`src/rtl/mem_access_ctrl_if.sv`:
```
// Request/acknowledge bus between the MEM-stage sequencer and a word-wide data memory.
interface mem_access_ctrl_if #(
    parameter int DATA_WIDTH = 32
);
    logic                  mem_req;
    logic                  mem_we;
    logic [DATA_WIDTH-1:0] mem_addr;
    logic [DATA_WIDTH-1:0] mem_wdata;
    logic [DATA_WIDTH-1:0] mem_rdata;
    logic                  mem_ack;

    modport master (
        output mem_req, mem_we, mem_addr, mem_wdata,
        input  mem_rdata, mem_ack
    );

    modport slave (
        input  mem_req, mem_we, mem_addr, mem_wdata,
        output mem_rdata, mem_ack
    );
endinterface

```
`src/rtl/mem_access_ctrl.sv`:
```
// MEM-stage sequencer for the RV32 pipeline: word/byte loads, word stores and
// read-modify-write byte stores over a variable-latency req/ack data memory.
module mem_access_ctrl #(
    parameter int DATA_WIDTH = 32,
    parameter int TIMEOUT    = 255
) (
    input  logic                  clk,
    input  logic                  rst,
    input  logic                  MemWriteM,
    input  logic [1:0]            ResultSrcM,
    input  logic                  StSrcM,
    input  logic                  LdSrcM,
    input  logic [DATA_WIDTH-1:0] ALUResultM,
    input  logic [DATA_WIDTH-1:0] WriteDataM,
    mem_access_ctrl_if.master     mem,
    output logic                  StallM,
    output logic [DATA_WIDTH-1:0] ReadDataM,
    output logic                  ReadValidM,
    output logic                  MemErrM
);
    localparam int CW = $clog2(TIMEOUT + 1);

    typedef enum logic [2:0] {
        S_IDLE,
        S_LOAD,
        S_RMW_RD,
        S_RMW_WR,
        S_STORE,
        S_DONE
    } state_t;

    state_t                r_state;
    logic                  r_mem_req;
    logic                  r_mem_we;
    logic [DATA_WIDTH-1:0] r_mem_addr;
    logic [DATA_WIDTH-1:0] r_mem_wdata;
    logic [DATA_WIDTH-1:0] r_read_data;
    logic                  r_read_valid;
    logic                  r_mem_err;
    logic [CW-1:0]         r_cnt;
    logic [1:0]            r_lane;
    logic [7:0]            r_wbyte;
    logic                  r_byte_ld;

    logic                  w_acc;
    logic                  w_busy;
    logic                  w_timeout;
    logic [7:0]            w_rd_byte;
    logic [DATA_WIDTH-1:0] w_merged;

    assign w_acc     = MemWriteM | (ResultSrcM == 2'b01);
    assign w_busy    = (r_state == S_LOAD) | (r_state == S_RMW_RD) |
                       (r_state == S_RMW_WR) | (r_state == S_STORE);
    assign w_timeout = (r_cnt == CW'(TIMEOUT - 1));
    assign w_rd_byte = mem.mem_rdata[{r_lane, 3'b000} +: 8];

    // NOTE: combinational blocks assign a full default first so no latch is inferred.
    always_comb begin
        w_merged                         = mem.mem_rdata;
        w_merged[{r_lane, 3'b000} +: 8]  = r_wbyte;
    end

    // Stall is asserted in the same cycle the access is first seen so EX/MEM holds it.
    assign StallM = ((r_state == S_IDLE) & w_acc) | w_busy;

    // NOTE: sequential state uses non-blocking assignments only; every register,
    // including the data-path ones, is cleared by reset so a mid-access reset leaves no stale bus.
    always_ff @(posedge clk) begin
        if (rst) begin
            r_state      <= S_IDLE;
            r_mem_req    <= 1'b0;
            r_mem_we     <= 1'b0;
            r_mem_addr   <= '0;
            r_mem_wdata  <= '0;
            r_read_data  <= '0;
            r_read_valid <= 1'b0;
            r_mem_err    <= 1'b0;
            r_cnt        <= '0;
            r_lane       <= 2'b00;
            r_wbyte      <= 8'h00;
            r_byte_ld    <= 1'b0;
        end else begin
            r_read_valid <= 1'b0;
            case (r_state)
                S_IDLE: begin
                    if (w_acc) begin
                        r_mem_req  <= 1'b1;
                        r_mem_addr <= {ALUResultM[DATA_WIDTH-1:2], 2'b00};
                        r_cnt      <= '0;
                        r_lane     <= ALUResultM[1:0];
                        r_wbyte    <= WriteDataM[7:0];
                        r_byte_ld  <= LdSrcM;
                        if (MemWriteM) begin
                            if (StSrcM) begin
                                r_mem_we <= 1'b0;
                                r_state  <= S_RMW_RD;
                            end else begin
                                r_mem_we    <= 1'b1;
                                r_mem_wdata <= WriteDataM;
                                r_state     <= S_STORE;
                            end
                        end else begin
                            r_mem_we <= 1'b0;
                            r_state  <= S_LOAD;
                        end
                    end
                end
                S_LOAD: begin
                    if (mem.mem_ack) begin
                        r_read_data  <= r_byte_ld ? {{(DATA_WIDTH-8){1'b0}}, w_rd_byte}
                                                  : mem.mem_rdata;
                        r_read_valid <= 1'b1;
                        r_mem_req    <= 1'b0;
                        r_state      <= S_DONE;
                    end else if (w_timeout) begin
                        r_read_data  <= '0;
                        r_read_valid <= 1'b1;
                        r_mem_err    <= 1'b1;
                        r_mem_req    <= 1'b0;
                        r_state      <= S_DONE;
                    end else begin
                        r_cnt <= r_cnt + CW'(1);
                    end
                end
                S_RMW_RD: begin
                    if (mem.mem_ack) begin
                        r_mem_wdata <= w_merged;
                        r_mem_we    <= 1'b1;
                        r_cnt       <= '0;
                        r_state     <= S_RMW_WR;
                    end else if (w_timeout) begin
                        r_mem_err <= 1'b1;
                        r_mem_req <= 1'b0;
                        r_state   <= S_DONE;
                    end else begin
                        r_cnt <= r_cnt + CW'(1);
                    end
                end
                S_RMW_WR, S_STORE: begin
                    if (mem.mem_ack || w_timeout) begin
                        r_mem_err <= r_mem_err | ~mem.mem_ack;
                        r_mem_req <= 1'b0;
                        r_mem_we  <= 1'b0;
                        r_state   <= S_DONE;
                    end else begin
                        r_cnt <= r_cnt + CW'(1);
                    end
                end
                S_DONE:  r_state <= S_IDLE;
                default: r_state <= S_IDLE;
            endcase
        end
    end

    assign mem.mem_req   = r_mem_req;
    assign mem.mem_we    = r_mem_we;
    assign mem.mem_addr  = r_mem_addr;
    assign mem.mem_wdata = r_mem_wdata;
    assign ReadDataM     = r_read_data;
    assign ReadValidM    = r_read_valid;
    assign MemErrM       = r_mem_err;
endmodule

```
`src/flat_wrapper.sv`:
```
// flat-port wrapper written by rule: the top's interface ports become plain ports
module mem_access_ctrl_flat 
#(
    parameter int DATA_WIDTH = 32,
    parameter int TIMEOUT    = 255
)
  (clk, rst, MemWriteM, ResultSrcM, StSrcM, LdSrcM, ALUResultM, WriteDataM, StallM, ReadDataM, ReadValidM, MemErrM, mem_mem_req, mem_mem_we, mem_mem_addr, mem_mem_wdata, mem_mem_rdata, mem_mem_ack);
  mem_access_ctrl_if #(.DATA_WIDTH(DATA_WIDTH)) mem_i ();
  input  logic clk;
  input  logic rst;
  input  logic MemWriteM;
  input  logic [1:0] ResultSrcM;
  input  logic StSrcM;
  input  logic LdSrcM;
  input  logic [DATA_WIDTH-1:0] ALUResultM;
  input  logic [DATA_WIDTH-1:0] WriteDataM;
  output logic StallM;
  output logic [DATA_WIDTH-1:0] ReadDataM;
  output logic ReadValidM;
  output logic MemErrM;
  output wire logic [$bits(mem_i.mem_req)-1:0] mem_mem_req;
  output wire logic [$bits(mem_i.mem_we)-1:0] mem_mem_we;
  output wire logic [$bits(mem_i.mem_addr)-1:0] mem_mem_addr;
  output wire logic [$bits(mem_i.mem_wdata)-1:0] mem_mem_wdata;
  input wire logic [$bits(mem_i.mem_rdata)-1:0] mem_mem_rdata;
  input wire logic [$bits(mem_i.mem_ack)-1:0] mem_mem_ack;
  assign mem_mem_req = mem_i.mem_req;
  assign mem_mem_we = mem_i.mem_we;
  assign mem_mem_addr = mem_i.mem_addr;
  assign mem_mem_wdata = mem_i.mem_wdata;
  assign mem_i.mem_rdata = mem_mem_rdata;
  assign mem_i.mem_ack = mem_mem_ack;
  mem_access_ctrl #(.DATA_WIDTH(DATA_WIDTH), .TIMEOUT(TIMEOUT)) u_core (.clk(clk), .rst(rst), .MemWriteM(MemWriteM), .ResultSrcM(ResultSrcM), .StSrcM(StSrcM), .LdSrcM(LdSrcM), .ALUResultM(ALUResultM), .WriteDataM(WriteDataM), .mem(mem_i), .StallM(StallM), .ReadDataM(ReadDataM), .ReadValidM(ReadValidM), .MemErrM(MemErrM));
endmodule
```
`config.mk`:
```
export PLATFORM = sky130hd
export DESIGN_NAME = mem_access_ctrl_flat
export DESIGN_NICKNAME = d
export VERILOG_FILES = /design/src/rtl/mem_access_ctrl_if.sv /design/src/rtl/mem_access_ctrl.sv /design/src/flat_wrapper.sv
export SDC_FILE = /design/constraint.sdc
export NUM_CORES = 1
export LEC_CHECK = 0
export CAP_MARGIN = 40
export CORE_UTILIZATION = 45
export CTS_CLUSTER_SIZE = 20
export DETAILED_ROUTE_END_ITERATION = 16
export PLACE_DENSITY_LB_ADDON = 0.05
export SKIP_LAST_GASP = 1
export SLEW_MARGIN = 20
export SYNTH_ARGS = -nofsm -noshare
export SYNTH_HDL_FRONTEND = slang
export SYNTH_SLANG_ARGS = --single-unit
```
`constraint.sdc`:
```
create_clock -name clk -period 2.6 [get_ports clk]
set_input_delay 0.39 -clock clk [delete_from_list [all_inputs] [get_ports clk]]
set_output_delay 0.39 -clock clk [all_outputs]
set_load 0.05 [all_outputs]
```
Word-level counts from Yosys, hierarchy flattened:

Cells that the tools add are included.

* input bits: 104
* flip-flop bits (word level): 120
* output and inout port bits: 101
* logic and storage cells: 100

* mux-type cells: 40
* shifts and indexed selects: 3
* $add $sub $neg: 2
* bitwise logic cells: 9
* equal/unequal tests: 16
* reductions and logical operators: 18

Operator list (number)
* two-way mux 32 bit: 7
* one-hot mux 32 bit (2 select lines): 1
* two-way mux 8 bit: 5
* bitwise mux 32 bit: 1
* one-hot mux 8 bit (4 select lines): 1
* variable shift 8 x 7 -> 32 bit, first input constant: 1
* indexed part select 32 x 6 -> 8 bit: 1
* indexed part select 8 x 7 -> 32 bit: 1
* two-way mux 3 bit: 7
* AND reduction 4 bit: 4
* two-way mux 1 bit: 14
* != test 2 bit, second input constant: 7
* one-hot mux 3 bit (4 select lines): 1
* adder 8 x 1 -> 8 bit, second input constant: 1
* == test 8 bit, second input constant: 1
* negation 5 -> 7 bit: 1
* == test 3 x 2 -> 1 bit, second input constant: 2
* != test 2 x 1 -> 1 bit, second input constant: 3
* bitwise OR 1 bit: 6
* AND reduction 2 bit: 3
* nonzero test 2 bit: 3
* OR reduction 2 bit: 3
* AND reduction 5 bit: 1
* one-hot mux 1 bit (4 select lines): 1
* 11 further kinds: 12

Logic depth before layout (Yosys ltp):

Gate-level depths: netlist (run 1).

* word-level depth: 5
* depth in mapped cells: 9
* gate-level depth less buffers: 7

Least setup slack after synthesis (run 1):

No wires, ideal clock.

* path type: register -> register
* start: register u_core.r_lane[0]
* end: register u_core.r_mem_wdata[27] (netlist: u_core.mem.mem_wdata[27])
* setup time: 0.070 ns
* stages on the path, launching flop included: 10
* setup slack: 0.485 ns
* clock period less this slack: 2.115 ns
* data arrival time: 2.045 ns
* path through: dfxtp_1 > clkbuf_1 > inv_1 > ha_1 > nor4bb_1 > clkbuf_1 > a21oi_1 > nor2_1 > a21oi_1 > o2bb2ai_1

* longest elaborated chain between the ends: 5
* elaborated cells on any way between the ends: 6
* those cells by class: add/sub (1); shift (2); mux (3)

RTL lines
* from (decl): RTL line mem_access_ctrl.sv:41 `logic [1:0] r_lane;`
* from (signal assigned): RTL line mem_access_ctrl.sv:90 `r_lane <= ALUResultM[1:0];`
* negation 5 -> 7 bit *: RTL line mem_access_ctrl.sv:60 `w_merged[{r_lane, 3'b000} +: 8] = r_wbyte;`
* indexed part select 8 x 7 -> 32 bit or variable shift 8 x 7 -> 32 bit (tied branches): RTL line mem_access_ctrl.sv:60
* bitwise mux 32 bit *: RTL line mem_access_ctrl.sv:60
* two-way mux 32 bit *: RTL line mem_access_ctrl.sv:126 `if (mem.mem_ack) begin`
* one-hot mux 32 bit (2 select lines) *: RTL line mem_access_ctrl.sv:84 `case (r_state)`
* to (signal assigned): RTL line mem_access_ctrl.sv:99 `r_mem_wdata <= WriteDataM;`
* to (signal assigned): RTL line mem_access_ctrl.sv:127 `r_mem_wdata <= w_merged;`
* to (decl): RTL line mem_access_ctrl.sv:36 `logic [DATA_WIDTH-1:0] r_mem_wdata;`

Every way passes the cells marked *; elsewhere a longest branch is shown, timed or not. The select of a mux whose other input is x is not followed.
A chain may end at the register's enable or synchronous reset.

Worst setup path after layout (run 1):

* start: register u_core.r_state[0]
* end: output StallM

* longest elaborated chain between the ends: 5
* elaborated cells on any way between the ends: 10
* those cells by class: eq/ne (4); bitwise (5); reduce/logical (1)

RTL lines
* from (decl): RTL line mem_access_ctrl.sv:32 `state_t r_state;`
* from (signal assigned): RTL line mem_access_ctrl.sv:70 `r_state <= S_IDLE;`
* from (signal assigned): RTL line mem_access_ctrl.sv:96 `r_state <= S_RMW_RD;`
* from (signal assigned): RTL line mem_access_ctrl.sv:100 `r_state <= S_STORE;`
* == test 3 x 1 -> 1 bit or == test 3 x 2 -> 1 bit (tied branches): RTL line mem_access_ctrl.sv:52 `assign w_busy = (r_state == S_LOAD) | (r_state == S_RMW_RD) |`
* bitwise OR 1 bit (2 in a row): RTL line mem_access_ctrl.sv:52
* bitwise OR 1 bit: RTL line mem_access_ctrl.sv:53 `(r_state == S_RMW_WR) | (r_state == S_STORE);`
* bitwise OR 1 bit *: RTL line mem_access_ctrl.sv:64 `assign StallM = ((r_state == S_IDLE) & w_acc) | w_busy;`
* to (decl): RTL line flat_wrapper.sv:17 `output logic StallM;`

Every way passes the cells marked *; elsewhere a longest branch is shown, timed or not.

==> results of run 1 <==
[cell families (layout without fill, tap and decap cells)]
group | after synthesis | in the layout | share of synthesized area
adders and majority gates | 7 | 7 | 0.0157
buffers and inverters | 62 | 256 | 0.0472
DFF | 120 | 120 | 0.432
other | 1 | 2 | 0.000674
muxes | 9 | 9 | 0.0182
AOI/OAI and AO/OA | 246 | 246 | 0.277
and+or+nand+nor | 250 | 250 | 0.210
[final timing paths]
path	from	endpoint	slack (ns)
min reg2reg	u_core.mem.mem_addr[13]$_SDFFE_PP0P_	u_core.mem.mem_addr[13]$_SDFFE_PP0P_	0.45
min	rst	u_core.r_state[2]$_SDFFE_PP0P_	0.35
max reg2reg	u_core.r_lane[1]$_SDFFE_PP0P_	u_core.mem.mem_wdata[16]$_SDFFE_PP0P_	0.49
max	u_core.r_state[0]$_SDFFE_PP0P_	StallM	0.24
[per-layer routing]
metal	vias up	wire length [um]
met5	-	0
met1	2788	7800
li1	2818	-
met2	288	8460
met4	0	414
met3	33	1880
[state kept, by name, indices dropped and copies added (netlist names)]
| signal | count |
|---|---|
| u_core.MemErrM | 1 |
| u_core.ReadDataM | 32 |
| u_core.ReadValidM | 1 |
| u_core.mem.mem_addr | 30 |
| u_core.mem.mem_req | 1 |
| u_core.mem.mem_wdata | 32 |
| u_core.mem.mem_we | 1 |
| u_core.r_byte_ld | 1 |
| u_core.r_cnt | 8 |
| u_core.r_lane | 2 |
| u_core.r_state | 3 |
| u_core.r_wbyte | 8 |
[final cells by class]
cell class | count | area [um2]
Clock buffer | 23 | 478
Clock inverter | 7 | 119
Fill cell | 947 | 3680
Inverter | 7 | 26.3
Multi-Input combinational cell | 514 | 2920
Sequential cell | 120 | 2400
Tap cell | 147 | 184
Timing Repair Buffer | 219 | 2200
[worst max-delay path, stage by stage, from the launching register on]
cell and delay [ns]:
dfxtp_1 0.50, or3_4 0.50, o31a_1 0.37, buf_12 0.18
[layout by cell type, fill, tap and decap left out, types with 2 or more instances in the layout]
cell type,synthesis,final
conb_1,1,2
nor4bb_1,3,3
or2_2,3,3
bufinv_16,0,3
a22o_1,3,3
a211oi_1,5,5
a22oi_1,24,24
dfxtp_1,120,120
mux2_2,9,9
nor3b_1,3,3
a21oi_1,132,132
clkbuf_8,0,3
buf_4,2,13
o21a_1,2,2
clkinvlp_4,0,2
clkbuf_1,43,3
nor3_1,6,6
nor2_1,79,78
o2bb2ai_1,32,32
clkbuf_16,0,17
nand2_1,91,90
a31oi_1,3,3
inv_1,6,6
buf_12,0,5
ha_1,7,7
o21ai_0,19,19
nand2b_1,8,8
clkdlybuf4s50_1,0,200
nor2b_1,39,38
o22ai_1,10,10
o31a_1,2,2
nand3_1,7,7
[power by group]
part	internal (mW)	switching [mW]
Sequential	2.17	0.278
Clock	1.57	0.821
Combinational	1.30	2.31
==> reports/qor.txt, run 1 <==
post-route setup TNS -> 0 ns
Die Area -> 12,800 um2
LEAKAGE -> 3.01 nW
Setup CP Type -> flop to output port
GR Layer Usage met3 -> 0.106
Worst Tran Pin Value -> 0.814 ns
cells on worst reg2reg path -> 7
pre-CTS setup slack -> 0.354 ns
clock sink count -> 120
CP endpoint kind -> output port
asr flop ratio synth -> 0
DP Area -> 7730 um2
clk root buf -> clkbuf_16
area grow syn2layout -> 49.7%
Final WS setup -> 0.242 ns
Post-Route WL -> 18.6 mm
DP HPWL -> 13.1 mm
WP data arrival -> 1.97 ns
post-route cell area -> 8330 um2
Post-Route Utilization -> 0.694
share of cells above drive strength 1 -> 0.0787
max-slew violations -> 0
Synth area leader -> dfxtp_1
fin crit period -> 2.36 ns
clock skew -> 0.00864 ns
CTS H-tree depth -> 4
type of the worst min-delay path -> primary input to flop
Commonest cells post-synth -> a21oi_1, dfxtp_1, nand2_1, nor2_1, clkbuf_1
initial DRC count -> 515
pwr/cell area -> 1020 nW/um2
Yosys cell types -> 56
cts hold-fix bufs -> 0
most common cell in the synthesized netlist -> a21oi_1
GPL Wtd Cong -> 0.914
# Post-CTS Setup Buffers -> 0
Crit Path Max Fanout -> 20
CTS resizes -> 0
Rel. slew slack -> 0.457
final setup fails -> 0
Detail Route Antenna Nets -> 0
DR DRC count -> 0
met1 GRT Util -> 0.374
final non-filler cell total -> 1,037
type of origin of the critical path -> flop
number of global-route vias before repair -> 5,654
drt pass-1 iters -> 7
status -> complete, no violations
Post-Syn Instances -> 695
Hold Crit Depth -> 2
drt wl/cell -> 17.9 um
CTS tree -> built
synthesized area -> 5570 um2
Max-Cap Viols -> 0
grt met2 use -> 0.456
worst hold slack -> 0.351 ns
Peak VDD IR -> 0.604 mV
most used routing layer -> met2
Core ar. -> 12,000 um2
Synthesis Warnings -> 0
Synth Flop Type -> dfxtp_1
GR Util All Layers -> 0.294
RSZ-0062 raised after global routing -> false
share of the synthesized area in the top cell type -> 0.432
Avg Cell Area, Syn -> 8.01 um2
Pwr Total -> 8.46 mW
Placed Instances -> 1,007
latest clock arrival within the worst-skew pair -> 0.42 ns
register area share after synthesis -> 0.432
largest net degree at the start of global routing -> 79
first-pass GRT wire length -> 29.3 mm
Final Hold Fails -> 0
Tcrit/Tclk final -> 0.907
worst-case clock buffer depth -> 2
Initial Util -> 0.463
Area contributors post-synth -> dfxtp_1, a21oi_1, nand2_1, nor2_1, o2bb2ai_1
CTS Buf Count -> 17
floorplan row count -> 40
initial antenna violation count -> 0
die height -> 113 um
max frequency -> 424 MHz
DR vias/cell -> 5.72
Yosys reg bits -> 120
CP Data Required Time -> 2.21 ns
IO Pins -> 205
n_diodes -> 0
Post-synth EDFFs -> 0
PortBufs -> 202
detailed-route via count -> 5,927
Final #Nets -> 990
DIE WIDTH -> 113 um
clock slew at reported path FFs -> 0.05 ns
Congestion Overflow GR -> 0
No activity file was read; power rests on OpenSTA's default activity.
==> run 2: changes to the inputs <==
Settings changed: HOLD_SLACK_MARGIN set to 0.03.
==> results of run 2 <==
The final DEF is identical to that of run 1; final timing and power are the same.
